**src/rtl/vga_timing_gen.sv**
```systemverilog
// rtl/vga_timing_gen.sv - 640x480@60Hz VGA raster timing generator
//
// Derives a CLK/2 pixel clock and walks the raster one pixel per two CLK
// cycles. hs/vs/blank are registered from the next counter values, so they
// always describe the DrawX/DrawY presented in the same cycle.
//
// Optional feature: define VGA_FRAME_CNT_EN to enable the 8-bit frame counter;
// without it frame_cnt is tied to zero.
//
// Ports:
//   CLK          in   1   system clock (50 MHz), the only clock
//   Reset        in   1   asynchronous, active-high reset
//   VGA_clk      out  1   pixel clock, CLK/2, registered
//   hs           out  1   horizontal sync, active low
//   vs           out  1   vertical sync, active low
//   blank        out  1   1 = visible region, 0 = blanking
//   sync         out  1   composite sync to DAC, constant 0
//   DrawX        out  10  current pixel column
//   DrawY        out  10  current line
//   frame_start  out  1   one-CLK pulse on the first cycle at (0,0) after a wrap
//   frame_cnt    out  8   frame counter (zero unless VGA_FRAME_CNT_EN)

module vga_timing_gen #(
  parameter int H_VISIBLE = 640,
  parameter int H_FRONT   = 16,
  parameter int H_SYNC    = 96,
  parameter int H_BACK    = 48,
  parameter int V_VISIBLE = 480,
  parameter int V_FRONT   = 10,
  parameter int V_SYNC    = 2,
  parameter int V_BACK    = 33
) (
  input  logic       CLK,
  input  logic       Reset,
  output logic       VGA_clk,
  output logic       hs,
  output logic       vs,
  output logic       blank,
  output logic       sync,
  output logic [9:0] DrawX,
  output logic [9:0] DrawY,
  output logic       frame_start,
  output logic [7:0] frame_cnt
);

  localparam int H_TOTAL = H_VISIBLE + H_FRONT + H_SYNC + H_BACK;
  localparam int V_TOTAL = V_VISIBLE + V_FRONT + V_SYNC + V_BACK;

  localparam logic [9:0] H_LAST     = 10'(H_TOTAL - 1);
  localparam logic [9:0] V_LAST     = 10'(V_TOTAL - 1);
  localparam logic [9:0] H_VIS      = 10'(H_VISIBLE);
  localparam logic [9:0] V_VIS      = 10'(V_VISIBLE);
  localparam logic [9:0] HS_START   = 10'(H_VISIBLE + H_FRONT);
  localparam logic [9:0] HS_END     = 10'(H_VISIBLE + H_FRONT + H_SYNC);
  localparam logic [9:0] VS_START   = 10'(V_VISIBLE + V_FRONT);
  localparam logic [9:0] VS_END     = 10'(V_VISIBLE + V_FRONT + V_SYNC);

  logic       pix_phase;
  logic       pix_en;
  logic [9:0] x_next;
  logic [9:0] y_next;
  logic       frame_wrap;
  logic       hs_next;
  logic       vs_next;
  logic       blank_next;

  // Pixel advances on the edge where pix_phase falls, so each coordinate is
  // stable across the following VGA_clk rising edge.
  assign pix_en  = pix_phase;
  assign VGA_clk = pix_phase;
  assign sync    = 1'b0;

  always_comb begin
    x_next     = DrawX;
    y_next     = DrawY;
    frame_wrap = 1'b0;
    if (pix_en) begin
      if (DrawX == H_LAST) begin
        x_next = 10'd0;
        if (DrawY == V_LAST) begin
          y_next     = 10'd0;
          frame_wrap = 1'b1;
        end else begin
          y_next = DrawY + 10'd1;
        end
      end else begin
        x_next = DrawX + 10'd1;
      end
    end
  end

  // Decoded from the next counter values so the registered flags line up
  // with the registered counters.
  always_comb begin
    hs_next    = !((x_next >= HS_START) && (x_next < HS_END));
    vs_next    = !((y_next >= VS_START) && (y_next < VS_END));
    blank_next = (x_next < H_VIS) && (y_next < V_VIS);
  end

  always_ff @(posedge CLK or posedge Reset) begin
    if (Reset) begin
      pix_phase   <= 1'b0;
      DrawX       <= 10'd0;
      DrawY       <= 10'd0;
      hs          <= 1'b1;
      vs          <= 1'b1;
      blank       <= 1'b1;
      frame_start <= 1'b0;
    end else begin
      pix_phase   <= ~pix_phase;
      DrawX       <= x_next;
      DrawY       <= y_next;
      hs          <= hs_next;
      vs          <= vs_next;
      blank       <= blank_next;
      frame_start <= frame_wrap;
    end
  end

`ifdef VGA_FRAME_CNT_EN
  // Steps on the same edge that raises frame_start; wraps naturally mod 256.
  logic [7:0] frame_cnt_q;

  always_ff @(posedge CLK or posedge Reset) begin
    if (Reset) begin
      frame_cnt_q <= 8'h00;
    end else if (frame_wrap) begin
      frame_cnt_q <= frame_cnt_q + 8'h01;
    end
  end

  assign frame_cnt = frame_cnt_q;
`else
  assign frame_cnt = 8'h00;
`endif

endmodule
```
**config.mk**
```make
export PLATFORM = sky130hd
export DESIGN_NAME = vga_timing_gen
export DESIGN_NICKNAME = d
export VERILOG_FILES = /design/src/rtl/vga_timing_gen.sv
export SDC_FILE = /design/constraint.sdc
export NUM_CORES = 1
export LEC_CHECK = 0
export ABC_CLOCK_PERIOD_IN_PS = 2300
export CORE_MARGIN = 2
export CORE_UTILIZATION = 48
export DETAILED_ROUTE_END_ITERATION = 7
export PLACE_DENSITY = 0.84
export SLEW_MARGIN = 5
export SYNTH_ARGS = -nofsm -noshare
export SYNTH_HDL_FRONTEND = slang
export SYNTH_SLANG_ARGS = --single-unit
```
**constraint.sdc**
```tcl
create_clock -name CLK -period 2.3 [get_ports CLK]
set_input_delay 0.575 -clock CLK [delete_from_list [all_inputs] [get_ports CLK]]
set_output_delay 0.575 -clock CLK [all_outputs]
set_load 0.02 [all_outputs]
```
==> metrics.txt, run 1 <==
via count=1202; final hold violation count=0; cells after synthesis=149; total global routing overflow=0; CTS tree=built; Syn Area/Cell=9.47 um2; Post-synth EDFFs=0; # clock sinks=25; startpoint types=flip-flop; hold_ws=0.561 ns; Power Dens Cells=382 mW/mm2; CORE AREA=0.00278 mm2; Port-buffer cells=26; Worst Path Max Fanout=7; Setup CP Type=reg -> reg; Initial Utilization=50.7%; largest area contributor in the netlist=dfrtp_1; Highest Clock Rate=465 MHz; Avg Vias per Cell=5.72; DP HPWL=2170 um; setup TNS=0 ns; share of post-route cells with drive strength above 1=10.1%; synth cell count leaders=dfrtp_1 (22), nand2_1 (15), nand3_1 (12); Iter 0 DRT Violations=39; FILL cells=243; die width=58.2 um; top cell type's share of synthesized area=39.0%; setup violators final=0; CP bufs+invs=0; Area growth, synth to finish=21.5%; Clock transition at path regs=0.13 ns; Seq cells post-synth=25; RSZ-0062 raised after global routing=false; cts hold-fix bufs=0; 1st-pass router iterations=4; clk_lat worst skew=0.31 ns; synth warn=0; clk_skew=0.00459 ns; min cycle time layout=2.15 ns; leakage=0.760 nW; maximum single-stage delay on the critical path=0.58 ns; status=finished clean; most frequent cell after synthesis=dfrtp_1; worst path required time=2.54 ns; Die H=58.2 um; HP Class=reg -> reg; total global routing track utilization=18.2%; Crit-path slowest cell=or4b_4; Peak supply drop=0.363 mV; DRC=0; CTS H-tree lvls=1; sequential area share after synthesis=44.6%; Worst setup EP type=flip-flop; # IOs=36; Final Max Tran Viols=0; crit share post-route=93.6%; root buf cell=clkbuf_4; ys async rst share=100%; synthesized area=0.00141 mm2; Synth cell types=42; vias in the first global route=1132; fin nets=185; final RePlAce weighted congestion=0.872; main area contributors after synthesis=dfrtp_1 (39%), dfstp_2 (5.6%), buf_4 (5.3%); antenna viol nets, final=0; Num CTS Buffers=3; drt wl/cell=13.6 um; largest net degree at the start of global routing=26; Rows=19; Max-Cap Viols=0; Top delay family on crit path=simple AND/OR/NAND/NOR gates; die area=0.00339 mm2; critical-path cell list=or4b_4 > o21ai_2 > a31oi_1 > or2_1 > or4_1; Total Routed Length=2850 um; initial antenna violation count=0; crit path DAT=2.39 ns; top_reg_cell synth=dfrtp_1; first-pass GRT wire length=4860 um; Antenna diodes=0; Clock Path Buffers=2
==> final cells by class <==
type / instances / area [um2] / area share (%)
repair buffers: 32 / 305 / 17.8
flip-flops and latches: 25 / 629 / 36.7
well taps: 31 / 38.8 / 2.26
inverters: 9 / 33.8 / 1.97
clock buffers: 4 / 26.3 / 1.53
multi-input cells: 109 / 682 / 39.8
==> path summary, 6_finish.rpt <==
path,start,endpoint,slack [ns],cells after the start
min in group asynchronous,Reset,frame_start,0.59,3
worst min register to register,DrawY[8],DrawY[8],0.56,1
max in group asynchronous,Reset,hs,1.42,3
worst max-delay path,DrawX[6],hs,0.15,5
worst min-delay path,DrawY[8],DrawY[8],0.56,1
worst max register to register,DrawX[6],hs,0.15,5
==> worst register-to-register path, delay by kind of cell (launching register included) <==
kind | cells | cell delay, ns
simple gates | 3 | 1.36
compound gates | 2 | 0.23
flops | 1 | 0.49
==> per-stage QoR <==
stage | instances | worst slack (ns) | utilization, % | area [um2] | total power [mW]
2_1_floorplan | 157 | 0.124 | - | 1440 | 0.479
3_3_place_gp | 205 | 0.202 | 60.2 | 1680 | 0.472
3_5_place_dp | 205 | 0.167 | 60.2 | 1680 | 0.473
5_1_grt | 210 | 0.0470 | 61.7 | 1720 | 0.685
4_1_cts | 209 | 0.133 | 61.2 | 1700 | 0.663
6_report | 210 | 0.148 | 61.7 | 1720 | 0.655
==> what timing repair did <==
item                                    4_1_cts  5_1_grt
resized for setup                             0        1
buffers inserted                              0        1
endpoints found under the setup margin        0        2
==> power breakdown <==
group | total [mW] | switching (mW) | leakage (nW) | internal [mW]
clock | 0.191 | 0.124 | 0.0150 | 0.0676
combinational | 0.0239 | 0.0212 | 0.420 | 0.00272
sequential | 0.440 | 0 | 0.325 | 0.440
==> per-layer routing <==
metal | share of wire (%) | wire length, um | up-vias | global-route usage [%]
li1 | - | - | 575 | -
met1 | 44 | 1260 | 581 | 23.9
met2 | 49 | 1390 | 40 | 30.7
met3 | 5.5 | 157 | 6 | 2.68
met4 | 1.5 | 44 | 0 | 6.64
met5 | 0 | 0 | - | 0
==> cell usage in the layout (no fill, tap or decap), types with 4 or more instances in the layout <==
cell type / instances
clkdlybuf4s50_1: 26
inv_1: 9
buf_4: 6
and3_1: 5
nand2_1: 15
nor2_1: 5
nand3_1: 12
conb_1: 9
nand4_1: 7
o21ai_0: 6
xor2_1: 4
nor3_1: 4
and4_1: 4
dfrtp_1: 22
==> cells by family (layout without fill, tap and decap cells) <==
kind of cell    after synthesis  in the layout  synth area share (%)
simple gates                 67             67                  27.2
compound gates               21             21                  9.66
buf+inv                      23             45                  9.66
mux                           2              2                  1.60
flops                        25             25                  44.6
other cells                   1              9                 0.266
fa+ha+maj                     3              3                  2.66
xor+xnor                      7              7                  4.34
==> state kept, by name (all words and copies together), names as in the netlist <==
register	count
DrawY	10
blank	1
DrawX	10
vs	1
VGA_clk	1
hs	1
frame_start	1
(Power assumes the default switching activity.)
==> run 2, diff against run 1 <==
HOLD_SLACK_MARGIN = 0.08   (was default)
TNS_END_PERCENT = 30   (was default)
==> results of run 2 <==
Same layout as run 1: the final DEF is identical, and so are final timing and power.
